[src/rtl/uart_rx_os.sv]
// Oversampling UART receiver. It votes a 3-sample majority at each bit centre and
// supports a configurable data width, parity mode and stop-bit count.
//
// state     | meaning
// ----------+------------------------------------------------------------
// IDLE      | line idle, waiting for a low sample on an os_tick
// START     | counting to the start-bit centre, then confirming or rejecting it
// DATA      | shifting in DATA_BITS bits, LSB first, one per bit period
// PAR       | sampling the parity bit (only reached when PARITY != 0)
// STOP      | sampling STOP_BITS stop bits; the last sample completes the frame
// WAIT_IDLE | frame error seen; hold off until the line returns high
module uart_rx_os #(
  parameter int DATA_BITS  = 8,
  parameter int OVERSAMPLE = 16,
  parameter int PARITY     = 0,
  parameter int STOP_BITS  = 1
) (
  input  logic                 clk,
  input  logic                 rst,
  input  logic                 os_tick,
  input  logic                 rx_wire,
  output logic [DATA_BITS-1:0] rx_data,
  output logic                 rx_data_ready,
  output logic                 rx_parity_err,
  output logic                 rx_frame_err,
  output logic                 rx_break,
  output logic                 rx_busy
);

  localparam int TW = $clog2(OVERSAMPLE);
  localparam logic [TW-1:0] TC_HALF = TW'(OVERSAMPLE / 2 - 1);
  localparam logic [TW-1:0] TC_FULL = TW'(OVERSAMPLE - 1);
  localparam logic [3:0]    BI_LAST = 4'(DATA_BITS - 1);

  typedef enum logic [2:0] {IDLE, START, DATA, PAR, STOP, WAIT_IDLE} state_t;

  state_t                 state_q, state_d;
  logic                   rx_meta, rxs;
  logic [2:0]             hist;
  logic [TW-1:0]          tc;
  logic [3:0]             bi;
  logic                   si;
  logic [DATA_BITS-1:0]   sh;
  logic                   par_bit;
  logic                   ferr_pend;
  logic                   any_one;
  logic                   maj, tc_hit, last_stop, par_err;

  assign maj       = (hist[0] & hist[1]) | (hist[0] & hist[2]) | (hist[1] & hist[2]);
  assign tc_hit    = os_tick && (tc == ((state_q == START) ? TC_HALF : TC_FULL));
  assign last_stop = (STOP_BITS == 1) ? 1'b1 : si;
  assign par_err   = (PARITY == 1) ? ~(^sh ^ par_bit) :
                     (PARITY == 2) ?  (^sh ^ par_bit) : 1'b0;
  assign rx_busy   = (state_q != IDLE);

  // Next-state logic; every transition happens on an os_tick edge.
  always_comb begin
    state_d = state_q;
    case (state_q)
      IDLE:      if (os_tick && !rxs) state_d = START;
      START:     if (tc_hit) state_d = maj ? IDLE : DATA;
      DATA:      if (tc_hit && bi == BI_LAST) state_d = (PARITY != 0) ? PAR : STOP;
      PAR:       if (tc_hit) state_d = STOP;
      STOP:      if (tc_hit && last_stop) state_d = (ferr_pend | ~maj) ? WAIT_IDLE : IDLE;
      WAIT_IDLE: if (os_tick && rxs) state_d = IDLE;
      default:   state_d = IDLE;
    endcase
  end

  // State register.
  always_ff @(posedge clk or posedge rst) begin
    if (rst) state_q <= IDLE;
    else     state_q <= state_d;
  end

  // Synchroniser, majority history, counters, frame assembly and result outputs.
  always_ff @(posedge clk or posedge rst) begin
    if (rst) begin
      rx_meta       <= 1'b1;
      rxs           <= 1'b1;
      hist          <= 3'b111;
      tc            <= '0;
      bi            <= '0;
      si            <= 1'b0;
      sh            <= '0;
      par_bit       <= 1'b0;
      ferr_pend     <= 1'b0;
      any_one       <= 1'b0;
      rx_data       <= '0;
      rx_data_ready <= 1'b0;
      rx_parity_err <= 1'b0;
      rx_frame_err  <= 1'b0;
      rx_break      <= 1'b0;
    end else begin
      rx_data_ready <= 1'b0;
      rx_meta       <= rx_wire;
      rxs           <= rx_meta;
      if (os_tick) begin
        hist <= {hist[1:0], rxs};
        // tc also restarts at every sample so non-power-of-two OVERSAMPLE works.
        tc   <= (state_d != state_q || tc_hit) ? '0 : tc + TW'(1);
        case (state_q)
          IDLE: begin
            bi        <= '0;
            si        <= 1'b0;
            ferr_pend <= 1'b0;
            any_one   <= 1'b0;
          end
          DATA: if (tc_hit) begin
            sh      <= {maj, sh[DATA_BITS-1:1]};
            bi      <= bi + 4'd1;
            any_one <= any_one | maj;
          end
          PAR: if (tc_hit) begin
            par_bit <= maj;
            any_one <= any_one | maj;
          end
          STOP: if (tc_hit) begin
            si      <= si + 1'b1;
            any_one <= any_one | maj;
            if (!maj) ferr_pend <= 1'b1;
            if (last_stop) begin
              rx_data       <= sh;
              rx_parity_err <= par_err;
              rx_frame_err  <= ferr_pend | ~maj;
              rx_break      <= ~(any_one | maj);
              rx_data_ready <= 1'b1;
            end
          end
          default: ;
        endcase
      end
    end
  end

endmodule

[config.mk]
export PLATFORM = sky130hd
export DESIGN_NAME = uart_rx_os
export DESIGN_NICKNAME = d
export VERILOG_FILES = /design/src/rtl/uart_rx_os.sv
export SDC_FILE = /design/constraint.sdc
export NUM_CORES = 1
export LEC_CHECK = 0
export ABC_AREA = 1
export CAP_MARGIN = 10
export CORE_UTILIZATION = 55
export CTS_BUF_LIST = sky130_fd_sc_hd__clkbuf_8
export CTS_CLUSTER_SIZE = 20
export DETAILED_ROUTE_END_ITERATION = 8
export HOLD_SLACK_MARGIN = 0.06
export PLACE_DENSITY = 0.8
export SLEW_MARGIN = 20
export SYNTH_ARGS = -nofsm -noshare
export SYNTH_HDL_FRONTEND = slang
export SYNTH_SLANG_ARGS = --single-unit
[constraint.sdc]
create_clock -name clk -period 1.77 [get_ports clk]
set_input_delay 0.2655 -clock clk [delete_from_list [all_inputs] [get_ports clk]]
set_output_delay 0.2655 -clock clk [all_outputs]
set_load 0.005 [all_outputs]
Word level (Yosys, flattened, before mapping)
Cells that the tools add are included.
{"block": "totals", "output_inout_bits": 13, "register_bits": 37, "word_cells": 74, "in_bits": 4}
{"block": "op_classes", "n_bitwise": 9, "n_eq_ne": 12, "muxes": 21, "reduce_logical": 17, "n_addsub": 2}
{"cell": "$mux W3", "n": 7}
{"cell": "$pmux W3 S6", "n": 1}
{"cell": "$mux W4", "n": 3}
{"cell": "$reduce_and A3 Y1", "n": 4}
{"cell": "$add A4 B1 Y4 const B", "n": 2}
{"cell": "$pmux W4 S2", "n": 1}
{"cell": "$eq A3 B2 Y1 const B", "n": 2}
{"cell": "$eq A3 B3 Y1 const B", "n": 2}
{"cell": "$mux W1", "n": 6}
{"cell": "$ne A2 B2 Y1 const B", "n": 3}
{"cell": "$reduce_bool A2 Y1", "n": 3}
{"cell": "$eq A4 B3 Y1 const B", "n": 1}
{"cell": "$eq A4 B4 Y1", "n": 1}
{"cell": "$logic_and A1 B1 Y1", "n": 4}
{"cell": "$or A1 B1 Y1", "n": 4}
{"cell": "$pmux W1 S2", "n": 2}
{"cell": "$reduce_and A4 Y1", "n": 1}
{"cell": "$and A1 B1 Y1", "n": 3}
{"cell": "$eq A3 B1 Y1 const B", "n": 1}
{"cell": "$logic_not A3 Y1", "n": 1}
{"cell": "$ne A3 B3 Y1", "n": 1}
{"cell": "$reduce_bool A3 Y1", "n": 1}
{"cell": "$reduce_or A3 Y1", "n": 1}
{"cell": "$mux W2", "n": 1}
{"cell": "4 further kinds", "n": 5}

Longest topological paths before layout
Gate-level depths: netlist of the first run.
{"block": "depth", "ltp_word": 11, "ltp_mapped": 11, "mapped_depth_nobuf": 10}

Least setup slack after synthesis of the first run
Ideal clock, no wire load.
{"block": "synth_timing", "path_kind": "register -> register", "startpoint": "reg tc[0]", "endpoint": "reg bi[3]", "stages_incl_launch_ff": 9, "required_ps": 1647, "arrival_time_ps": 1288, "path_slack_ps": 359, "setup_ps": 123, "n_path_buf": 0, "period_less_slack_ps": 1411, "path_cell_list": "dfrtp_1 -> ha_1 -> nand2_1 -> nor2_1 -> nand2_4 -> nor2_8 -> nand4_1 -> o21ai_0 -> a21oi_1"}
{"block": "synth_via", "elab_chain_len": 4}
{"element": "from (decl)", "line_no": "40", "source": "logic [TW-1:0] tc;"}
{"element": "from (signal assigned)", "line_no": "101", "source": "tc <= (state_d != state_q || tc_hit) ? '0 : tc + TW'(1);"}
{"element": "$eq A4 B4 Y1", "line_no": "50", "source": "assign tc_hit = os_tick && (tc == ((state_q == START) ? TC_HALF : TC_FULL));"}
{"element": "$logic_and A1 B1 Y1", "line_no": "50"}
{"element": "$ne A2 B2 Y1 (no line)"}
{"element": "$reduce_and A3 Y1 (no line)"}
{"element": "to (signal assigned)", "line_no": "111", "source": "bi <= bi + 4'd1;"}
{"element": "to (decl)", "line_no": "41", "source": "logic [3:0] bi;"}
No other way between the ends.
A chain may end at the register's enable or synchronous reset.

Worst setup path after layout of the first run
{"block": "layout_timing", "startpoint": "reg state_q[0]", "endpoint": "out rx_busy"}
{"block": "layout_via", "elab_chain_len": 1}
{"element": "from (decl)", "line_no": "37", "source": "state_t state_q, state_d;"}
{"element": "from (signal assigned)", "line_no": "73", "source": "else state_q <= state_d;"}
{"element": "$reduce_bool A3 Y1", "line_no": "54", "source": "assign rx_busy = (state_q != IDLE);"}
{"element": "to (decl)", "line_no": "27", "source": "output logic rx_busy"}
No other way between the ends.

==> results.cfg, run 1 <==
[floorplan]
start_util = 0.594
rows = 19
ios = 17
die_height_um = 57.0
die_w_um = 57.0
core_area_um2 = 2810
dieArea_um2 = 3250

[cells_and_area]
fin_nets = 215
multi_input_area_um2 = 601
antennaDiodeCount = 0
mostFrequentLayoutCells = 45 x nand2_1, 32 x dfrtp_1, 24 x inv_1
final_layout_size_suffix_gt1_frac = 0.167
fin_cells = 240
fin_area_um2 = 1970
nFillCells = 213
area_growth_syn_to_layout_pct = 18.2
seq_area_um2 = 932
layout_commonest_cell = nand2_1

[logic_synthesis]
synth_warnings = 0
synth_nets = 190
seq_area_frac_synth = 0.559
syn_area_per_cell_um2 = 9.06
syn_inst = 184
synth_cell_types = 28
syn-cell-area_um2 = 1670
ys_seq_elements = 37

[clock_network]
cts_sinks = 37
h-tree-depth = 2
clkTransAtPathRegs_ns = 0.07
cts_tree = yes
clkLatencyLatePin_ns = 0.29
cts_hold_buf = 0
cts_root_buffer = clkbuf_8
clock_path_buffers = 2
numCtsBuffers = 5

[hold_path]
min-delay-path-class = reg2reg

[power_and_ir_drop]
p_per_area_nw_per_um2 = 1050
power.leakage_nw = 1.00
ir_worst_vdd_v = 0.000711

[detailed_routing]
drtIter0Drc = 69
wire_per_inst_um = 13.1
ant_nets = 0
dr.pass1.iters = 7
num_vias = 1305
drcViolationCount = 3
viasPerCell = 5.44
wl_um = 3140

[status]
status = finished with violations
failed_checks = DRC

[timing]
fmax_ghz = 0.567
rsz0062_at_grt = false
hold_viol_final = 0
slew_viol_final = 0
fin_skew_ns = 0.00369
period_share = 0.997
worst_slack_ns = 0.00536
setup_viol = 0
finalCriticalPeriod_ns = 1.76
hold_slack_ns = 0.357

[placed_design]
gp_congestion = 0.879
placed_cells = 232
dpl.hpwl_um = 2210
portBuffers = 15
dpl_cell_area_um2 = 1870
pre_cts_ws_ns = -0.0813

[grt]
grt_max_degree = 38
grtUsageTotal = 0.216
grt_pass1_wl_um = 5200
grt.overflow.total = 0
grt_pass1_vias = 1258
antenna_found_initial = 0

[setup_path]
crit_type = reg2out
worst_setup_path_start_kind = flip-flop
worst_ep_required_time_ns = 1.50
cp_max_fo = 5
cp-end-kind = output port
arrival_ns = 1.50

[job]
cap_violations = 0
synth_stat cells:
library cell,n,share of area
nand3_2,2,0.012
o21ai_0,23,0.069
buf_4,1,0.0045
o221ai_1,1,0.0053
nor2_8,1,0.012
o211ai_1,1,0.0045
nand3_1,5,0.015
buf_2,1,0.0030
nor2_1,8,0.018
a21oi_1,7,0.021
nand2_2,3,0.011
nand2_1,45,0.10
nand4_1,5,0.019
o21ai_1,3,0.0090
nand2_4,1,0.0068
dfrtp_1,32,0.48
clkbuf_1,1,0.0023
inv_2,3,0.0068
xor2_1,2,0.011
ha_1,2,0.015
dfstp_2,5,0.079
inv_1,24,0.054
nor2_2,1,0.0038
o2111ai_1,2,0.011
nor2_4,1,0.0068
or2_2,1,0.0038
buf_6,2,0.014
conb_1,1,0.0023
path summary, 6_finish.rpt:
check | start | endpoint | slack (ns) | cells after the start
setup reg to reg | state_q[1]$_DFF_PP0_ | tc[2]$_DFFE_PP0P_ | 0.12 | 7
max in group asynchronous | rst | rx_meta$_DFF_PP1_ | 1.04 | 3
hold / removal | rx_meta$_DFF_PP1_ | rxs$_DFF_PP1_ | 0.36 | 0
setup / recovery | state_q[0]$_DFF_PP0_ | rx_busy | 0.005 | 3
min in group asynchronous | rst | ferr_pend$_DFFE_PP0P_ | 0.39 | 3
hold reg to reg | rx_meta$_DFF_PP1_ | rxs$_DFF_PP1_ | 0.36 | 0
per-stage QoR:
stage	total power, W	utilization	setup TNS (ns)
CTS	0.00205	0.698	0
global route	0.00219	0.702	0
global placement	0.00143	0.666	0
floorplan	0.00134	-	0
detailed placement	0.00146	0.666	-0.551
finish	0.00207	0.702	0
worst max-delay path: stages, from the launching register on:
cell	delay, ns
dfrtp_1	0.45
nor2_2	0.16
nand2_1	0.11
clkdlybuf4s50_1	0.49
per-layer routing:
layer  track usage  routed length (um)
met1         0.239                1370
met4         0.122                  89
met3        0.0748                 145
met2         0.363                1530
met5             0                   0
registers in the layout, indices dropped and copies added, names as in the netlist, 3 cells and up:
signal,flops
tc,4
sh,8
hist,3
rx_data,8
bi,4
state_q,3
layout make-up:
class / instances / share of cell area
Timing Repair Buffer: 23 / 0.107
Inverter: 27 / 0.0515
Sequential cell: 37 / 0.473
Clock buffer: 6 / 0.0419
Clock inverter: 1 / 0.00191
Tap cell: 31 / 0.0197
Multi-Input combinational cell: 115 / 0.305
cell families (layout without fill, tap and decap cells):
| kind of cell | Yosys count | after routing | share of synthesized area |
|---|---|---|---|
| xor+xnor | 2 | 2 | 0.0105 |
| compound gates | 37 | 37 | 0.119 |
| fa+ha+maj | 2 | 2 | 0.0150 |
| simple gates | 73 | 73 | 0.209 |
| buf+inv | 32 | 57 | 0.0841 |
| flops | 37 | 37 | 0.559 |
| other cells | 1 | 1 | 0.00225 |
repair_timing:
item                                    4_1_cts  5_1_grt
resized for setup                             1        2
buffers inserted                              0        1
gates cloned                                  0        0
endpoints found under the setup margin        1        5
pin swaps                                     0        1
power breakdown:
part | internal (W) | total [W] | switching (W)
combinational | 0.000181 | 0.000483 | 0.000302
sequential | 0.000931 | 0.00101 | 0.0000795
clock | 0.000303 | 0.000580 | 0.000277
total | 0.00142 | 0.00207 | 0.000659
(Power assumes the default switching activity.)
==> inputs of run 2 (changes only) <==
--- a/config.mk
+++ b/config.mk
@@ -8,7 +8,6 @@
 export ABC_AREA = 1
 export CAP_MARGIN = 10
 export CORE_UTILIZATION = 55
-export CTS_BUF_LIST = sky130_fd_sc_hd__clkbuf_8
 export CTS_CLUSTER_SIZE = 20
 export DETAILED_ROUTE_END_ITERATION = 8
 export HOLD_SLACK_MARGIN = 0.06
==> constraint.sdc (replaced) <==
create_clock -name clk -period 2.1 [get_ports clk]
set_input_delay 0.315 -clock clk [delete_from_list [all_inputs] [get_ports clk]]
set_output_delay 0.315 -clock clk [all_outputs]
set_load 0.005 [all_outputs]
==> run 2 against run 1 <==
Compared with the run above:
- sequential power fell by 17%
- largest power group unchanged
- critical endpoint unchanged
- highest routed layer unchanged
- global-route usage fell by 0.78 points
- setup slack improved by 0.25 ns
- sequential share of layout area rose by 1.1 points
- clock skew rose by 0.00065 ns
- register-to-register slack improved by 0.32 ns
- hold slack improved by 0.0062 ns
- cell area fell by 2.3%
- the run still ends with DRC left
- critical path depth did not move
- clock power fell by 12%
==> results.cfg, run 2 (same netlist as run 1, synthesis figures left out) <==
[clock_network]
cts_resized = 0
clkLatencyLatePin_ns = 0.33
cts_sinks = 37
numCtsBuffers = 5
clock_path_buffers = 2
cts_hold_buf = 0
cts_tree = yes
h-tree-depth = 2
cts_root_buffer = clkbuf_4
postCtsSetupRepairBufs = 0
clkTransAtPathRegs_ns = 0.10

[grt]
antenna_found_initial = 0
grtUsageTotal = 0.208
grt_max_degree = 38
grt_pass1_wl_um = 5140
grt.overflow.total = 0
grt_pass1_vias = 1219

[placed_design]
portBuffers = 15
gp_congestion = 0.913
dpl.hpwl_um = 2130
dpl_cell_area_um2 = 1840

[timing]
rsz0062_at_grt = false
hold_viol_final = 0
finalCriticalPeriod_ns = 1.85
fin_skew_ns = 0.00434
slew_viol_final = 0
tns_ns = 0
fmax_ghz = 0.541
period_share = 0.880
hold_slack_ns = 0.363
setup_viol = 0

[detailed_routing]
drcViolationCount = 2
dr.pass1.iters = 6
drtIter0Drc = 58
viasPerCell = 5.38
ant_nets = 0
wire_per_inst_um = 12.4
num_vias = 1270
wl_um = 2930

[power_and_ir_drop]
p_per_area_nw_per_um2 = 891
ir_worst_vdd_v = 0.000619
power.leakage_nw = 0.973
finalPower_w = 0.00171

[cells_and_area]
seq_area_um2 = 932
antennaDiodeCount = 0
mostFrequentLayoutCells = 45 x nand2_1, 32 x dfrtp_1, 24 x inv_1
reg_top3 = rx_data (8), sh (8)
layout_commonest_cell = nand2_1
fin_area_um2 = 1920
area_growth_syn_to_layout_pct = 15.5
final_layout_size_suffix_gt1_frac = 0.137
nFillCells = 236
fin_nets = 210
multi_input_area_um2 = 594

[floorplan]
ios = 17
dieArea_um2 = 3250
die_height_um = 57.0
start_util = 0.594
core_area_um2 = 2810
die_w_um = 57.0
rows = 19

[setup_path]
slowest_delay_ns = 0.46
crit_chain = nor2_1 -> nand2_1 -> clkdlybuf4s50_1
critPathTopFamily = flip-flops
cp-end-kind = output port
cp_max_fo = 4
path_buf_inv = 1
crit_slowest_cell = dfrtp_1
worst_setup_path_start_kind = flip-flop
arrival_ns = 1.53
crit_type = reg2out
worst_ep_required_time_ns = 1.78

[hold_path]
min-delay-path-class = reg2reg

[status]
status = finished with violations
failed_checks = DRC

[job]
cap_violations = 0
run 2: changes by cell type in the layout (fill, tap and decap cells not counted):
cell,previous run,this run
clkbuf_4,0,5
nor2_1,7,8
buf_4,8,3
nor2_2,2,1
clkbuf_8,6,1
inv_2,4,3
bufinv_16,0,1
clkbuf_1,0,1
a21oi_2,1,0
a21oi_1,6,7
run 2: stage by stage:
step | utilization | setup slack [ns] | instances
after floorplan | - | 0.689 | 184
after global placement | 0.656 | 0.221 | 228
after detailed placement | 0.656 | 0.141 | 228
after CTS | 0.686 | 0.228 | 236
after global routing | 0.686 | 0.160 | 236
final | 0.686 | 0.251 | 236
run 2: final timing paths:
check                                         end                  from  depth (start not counted)  slack, ns
min reg2reg                         rxs$_DFF_PP1_     rx_meta$_DFF_PP1_                          0       0.36
max in group asynchronous     hist[1]$_DFFE_PP1P_                   rst                          3       1.39
max                                       rx_busy  state_q[2]$_DFF_PP0_                          3       0.25
min in group asynchronous       sh[6]$_DFFE_PP0P_                   rst                          3       0.38
min                                 rxs$_DFF_PP1_     rx_meta$_DFF_PP1_                          0       0.36
max reg2reg                rx_data[4]$_DFFE_PP0P_     tc[0]$_DFFE_PP0P_                          7       0.44
run 2: metal layers:
layer | global-route usage | vias up | wire length [um] | part of all wire
met5 | 0 | - | 0 | 0
met3 | 0.0635 | 9 | 111 | 0.038
met1 | 0.250 | 605 | 1300 | 0.44
li1 | - | 630 | - | -
met4 | 0.0871 | 0 | 55 | 0.019
met2 | 0.350 | 26 | 1470 | 0.50
run 2: where the power goes:
group / internal [W] / switching [W] / total, W / leakage [nW]
combinational: 0.000129 / 0.000235 / 0.000364 / 0.475
sequential: 0.000784 / 0.0000590 / 0.000843 / 0.453
clock: 0.000284 / 0.000224 / 0.000508 / 0.0455
run 2: layout make-up:
type                            count  share of cell area
Sequential cell                    37               0.484
Clock buffer                        7              0.0286
Clock inverter                      1              0.0156
Tap cell                           31              0.0202
Multi-Input combinational cell    115               0.309
Timing Repair Buffer               18              0.0897
Inverter                           27              0.0527
==> patch 1 (flow settings as in run 1) <==
`OVERSAMPLE`: 16 -> 32.
--- a/src/rtl/uart_rx_os.sv
+++ b/src/rtl/uart_rx_os.sv
@@ -11,7 +11,7 @@
 // WAIT_IDLE | frame error seen; hold off until the line returns high
 module uart_rx_os #(
   parameter int DATA_BITS  = 8,
-  parameter int OVERSAMPLE = 16,
+  parameter int OVERSAMPLE = 32,
   parameter int PARITY     = 0,
   parameter int STOP_BITS  = 1
 ) (
Check against the original RTL: no difference found for any inputs over 10 cycles, from zero or initial values and one cycle with rst high; that may be too few to reach the edited logic, so the function may still have changed.
==> patch 1 against run 1 <==
- wire length increased by 19%
- sequential cell count is 1 higher
- worst setup slack lost 0.0029 ns
- design area rose by 15%
- power is 10% higher
- area after synthesis rose by 6.5%
- utilization grew 4.1 points
- maximum frequency down 0.17%
- synthesized cell count up 6.5%
- clock power increased by 4.1%
==> patch 1: results (changes against run 1) <==
[global_route]
grt_pass1_wl_mm = 5.892  ; +13%
grt_pass1_vias = 1369  ; +8.8%
grt_usage_pct = 23.55  ; +1.9 points
antenna_found_initial = 0  ; unchanged
grt_max_degree = 39  ; +2.6%

[clock_tree]
clk_latency_ns = 0.30
cts_root_buf = clkbuf_8
htree_levels = 2  ; unchanged
clockBufferDepth = 2  ; unchanged
path_clk_slew_ns = 0.07  ; about the same
numCtsBuffers = 5  ; unchanged

[setup_path]
cp_slowest_cell = dfrtp_1
cp_data_arrival_time_ns = 2.00  ; +0.50 ns
path_delay_family = simple AND/OR/NAND/NOR gates
crit_path_max_incr_delay_ns = 0.43  ; -0.06 ns
regToRegSetupSlack_ns = 0.002  ; -0.12 ns
cp_max_fo = 6  ; +1

[layout]
nNetsFinal = 237  ; +10%
diodes = 0  ; unchanged
reg_top3 = rx_data: 8 flops, sh: 8 flops, tc: 5 flops
drive_gt1_share_pct = 28.45  ; +12 points

[synthesis]
synth_xor_area_share_pct = 0.9873  ; -0.064 points
synthAdderAreaFrac_pct = 1.410  ; -0.091 points
synth_area_leaders = dfrtp_1 47%, nand2_1 9.3%, dfstp_2 7.4%, o21ai_0 6.2%, inv_1 5.7%
syn_nets = 202  ; +6.3%
ys_types = 34  ; +21%
async_flop_share_pct = 100.0  ; unchanged
synth_compound_area_share_pct = 11.99  ; +0.052 points
synth_top_flop_cell = dfrtp_1
yosysWarnings = 0  ; unchanged
synthMuxAreaShare_pct = 0.6347  ; +0.63 points
yosys-top-cells-count = 44 x nand2_1, 33 x dfrtp_1, 27 x inv_1
yosysSeqAreaShare_pct = 53.95  ; -2.0 points

[pwr]
leakagePower_nw = 1.081  ; +8.1%
ir_drop_mv = 0.6047  ; -15%

[routing]
first_iter_violations = 105  ; +52%
route.vias.total = 1447  ; +11%
totalWireLength_mm = 3.721  ; +19%
dr.pass1.iters = 4  ; -3

[placed_design]
io_buffers = 15  ; unchanged
place_congestion = 0.9490  ; +8.0%
placed_area_sq_um = 2043  ; +9.3%
hpwl_mm = 2.408  ; +9.0%

[hold_path]
hp-class = in -> async

[timing]
fin_hold_ws_ns = 0.3322  ; -0.02440 ns
clock_skew_ns = 0.006512  ; +0.002817 ns

[run_status]
status = completed

patch 1: cell count changes after synthesis, sizes merged, moves of 2 or more:
cell / delta
nand3: +5
nor2: +4
nor3: +4
nand4: -3
inv: +2
o2111ai: -2
patch 1: metrics by stage:
stage	std cells	total power [mW]	setup WS, ns	utilization, %
CTS	270	2.178	0.01268	71.39
global route	276	2.392	-0.1134	74.26
floorplan	196	1.394	0.2383	-
global placement	259	1.487	-0.01256	66.93
detailed placement	259	1.517	-0.1090	66.93
finish	276	2.284	0.002413	74.26
patch 1: report_power, final:
group	total, mW	leakage [nW]	switching, mW	internal (mW)
registers	1.03	0.466	0.0753	0.951
logic	0.653	0.562	0.380	0.274
clock network	0.604	0.0524	0.296	0.308
total	2.28	1.08	0.751	1.53
patch 1: logic make-up (layout without fill, tap and decap cells):
family          count (synthesis)  in the layout
flops                          38             38
mux                             1              1
compound gates                 36             36
xor+xnor                        2              2
buf+inv                        33             69
simple gates                   83             83
fa+ha+maj                       2              2
other cells                     1              1
patch 1: layout make-up:
class | instances | area [sq um]
repair buffers | 32 | 301.5
clock inverters | 2 | 8.758
flip-flops and latches | 38 | 958.4
well taps | 44 | 55.05
fillers | 238 | 785.8
multi-input cells | 125 | 752.0
inverters | 29 | 108.9
clock buffers | 6 | 82.58
patch 1: repair_timing:
item | CTS | global route
cloned | 0 | 0
buffers inserted | 3 | 6
pin swaps | 2 | 9
gates resized for setup | 9 | 12
endpoints found under the setup margin | 1 | 8
patch 1: final timing paths:
path                                   start                  end  depth (start not counted)
max                        tc[0]$_DFFE_PP0P_    tc[0]$_DFFE_PP0P_                         11
min                                      rst    bi[1]$_DFFE_PP0P_                          3
max reg2reg                tc[0]$_DFFE_PP0P_    tc[0]$_DFFE_PP0P_                         11
min reg2reg                rx_meta$_DFF_PP1_        rxs$_DFF_PP1_                          0
max in group asynchronous                rst  hist[1]$_DFFE_PP1P_                          3
min in group clk           rx_meta$_DFF_PP1_        rxs$_DFF_PP1_                          0
patch 1: per-layer routing:
metal  up-vias  wire (microns)  part of all wire, %  GRT usage (%)
met1       716            1615                   43          28.97
met3        10             126                  3.4          6.154
li1        699               -                    -              -
met4         0              78                  2.1          12.59
met2        22            1901                   51          37.99
met5         -               0                    0              0
patch 1: worst min-delay path: stages:
cell             delay (ns)
clkdlybuf4s50_1        0.41
inv_1                  0.10
buf_12                 0.23
==> patch 2 (settings of run 1) <==
Without the edit above. Put one more register stage on the output `rx_frame_err`, cleared by the reset. The value now appears one clock later. The other outputs are not delayed to match.
--- a/src/rtl/uart_rx_os.sv
+++ b/src/rtl/uart_rx_os.sv
@@ -33,6 +33,8 @@
   localparam logic [3:0]    BI_LAST = 4'(DATA_BITS - 1);
 
   typedef enum logic [2:0] {IDLE, START, DATA, PAR, STOP, WAIT_IDLE} state_t;
+
+  logic rx_frame_err_s0;
 
   state_t                 state_q, state_d;
   logic                   rx_meta, rxs;
@@ -89,7 +91,7 @@
       rx_data       <= '0;
       rx_data_ready <= 1'b0;
       rx_parity_err <= 1'b0;
-      rx_frame_err  <= 1'b0;
+      rx_frame_err_s0 <= 1'b0;
       rx_break      <= 1'b0;
     end else begin
       rx_data_ready <= 1'b0;
@@ -122,7 +124,7 @@
             if (last_stop) begin
               rx_data       <= sh;
               rx_parity_err <= par_err;
-              rx_frame_err  <= ferr_pend | ~maj;
+              rx_frame_err_s0 <= ferr_pend | ~maj;
               rx_break      <= ~(any_one | maj);
               rx_data_ready <= 1'b1;
             end
@@ -133,5 +135,13 @@
     end
   end
 
+  always_ff @(posedge clk or posedge rst) begin
+    if (rst) begin
+      rx_frame_err <= '0;
+    end else begin
+      rx_frame_err <= rx_frame_err_s0;
+    end
+  end
+
 endmodule
 
Formal check against the unedited RTL: same outputs for any inputs over 10 cycles, from zero or initial values and one cycle with rst high; that may be too few to reach the edited logic, so the function may still have changed.
==> patch 2 against run 1 <==
- the run ends with negative setup slack left
- area after synthesis rose by 5.6%
- worst hold slack got worse by 0.052 ns
- power increased by 26%
- worst setup slack worse by 0.015 ns
- design area rose by 17%
- critical path depth up 8
- utilization increased by 5.4 points
- sequential cell count is 1 higher
- wire length rose by 23%
==> patch 2: results (changes against run 1) <==
[layout]
clk_share_pct = 5.962  ; +1.6 points
finalNonFillerCells = 280  ; +17%
nMultiInputCombCells = 123  ; +7.0%
drive_gt1_share_pct = 27.97  ; +11 points
nNetsFinal = 241  ; +12%
buffer_area_share_pct = 14.04  ; +3.4 points
multiInputGateArea_sq_um = 714.4  ; +19%
fin_util_pct = 75.61  ; +5.4 points
seq_share_pct = 41.63  ; -5.7 points
fillers = 215  ; +0.94%
n_all_buffers = 36  ; +57%
n_all_inverters = 31  ; +15%

[setup_path]
path_delay_family = simple AND/OR/NAND/NOR gates
cp_max_fo = 6  ; +1
timing.rr.start = tc[0]$_DFFE_PP0P_
cp_slowest_cell = dfrtp_1
critical_path_class = reg -> reg
cp_data_arrival_time_ns = 1.97  ; +0.47 ns
crit_path_max_incr_delay_ns = 0.39  ; -0.10 ns
r2r_cells = 11  ; +4
critPathLaunch = tc[0]$_DFFE_PP0P_
reg2reg_to = tc[3]$_DFFE_PP0P_

[global_route]
grt_usage_pct = 25.14  ; +3.5 points
use_met1_pct = 29.58  ; +5.6 points
gr-usage-met2_pct = 40.23  ; +3.9 points
grt_max_degree = 39  ; +2.6%
grt_pass1_vias = 1473  ; +17%
grt_pass1_wl_mm = 6.272  ; +21%
grt_use_met3_pct = 7.912  ; +0.43 points

[run_status]
violations = negative setup slack
status = complete, but fails checks

[timing]
fin_setup_tns_ns = -0.01229  ; -0.01229 ns
setup_ws_ns = -0.009532  ; -0.01489 ns
fin_hold_ws_ns = 0.3048  ; -0.05180 ns
setup-violations-final = 2  ; +2
clock_skew_ns = 0.007946  ; +0.004252 ns

[pwr]
switchingPower_mw = 0.7870  ; +19%
power_clock_mw = 0.896  ; +54%
leakagePower_nw = 1.133  ; +13%
powerSeq_mw = 1.19  ; +18%
ir_drop_mv = 0.9433  ; +33%

[synthesis]
yosysSeqAreaShare_pct = 54.37  ; -1.6 points
syn_area_per_cell_sq_um = 8.936  ; -1.3%
syn_nets = 203  ; +6.8%
ys_types = 32  ; +14%
synth_area_leaders = dfrtp_1 47%, nand2_1 11%, dfstp_2 7.5%, o21ai_0 6.0%, inv_1 5.3%
yosys-top-cells-count = 51 x nand2_1, 33 x dfrtp_1, 25 x inv_1
ys_ff_latch = 38  ; +2.7%

[placed_design]
place_ws_ns = -0.1457  ; -0.06432 ns
placed_area_sq_um = 2049  ; +9.6%
hpwl_mm = 2.568  ; +16%
dp.cells = 264  ; +14%
place_congestion = 0.8807  ; +0.25%

[floorplanning]
die_x_microns = 58.58  ; +2.7%

[hold_path]
hp-class = in -> async

[routing]
first_iter_violations = 88  ; +28%
dr.pass1.iters = 4  ; -3
totalWireLength_mm = 3.865  ; +23%
vias_per_cell = 5.246  ; -3.5%

[clock_tree]
postCtsResizedCells = 2  ; +1

patch 2: cell types whose count changed in the layout (fill, tap and decap cells not counted), moves of 3 or more:
cell,run 1,this run
buf_4,8,19
a21oi_1,6,0
dfrtp_2,0,3
nand2_1,45,48
nand2_2,3,6
nand4_1,5,8
nor2_1,7,4
nor2_4,1,4
patch 2: layer usage:
layer,share of wire (%),up-vias
met3,5.3,15
met2,51,51
met1,41,705
li1,-,698
met5,0,-
met4,2.8,0
patch 2: cells by family (layout without fill, tap and decap cells):
| kind of cell | Yosys count | after routing | share of synthesized area, % |
|---|---|---|---|
| xor gates and xnor gates | 3 | 3 | 1.493 |
| DFF | 38 | 38 | 54.37 |
| adders and majority gates | 2 | 2 | 1.421 |
| buffers and inverters | 36 | 75 | 8.102 |
| other | 1 | 1 | 0.2130 |
| muxes | 1 | 1 | 0.5686 |
| and+or+nand+nor | 87 | 87 | 24.31 |
| AOI/OAI and AO/OA | 29 | 29 | 9.524 |
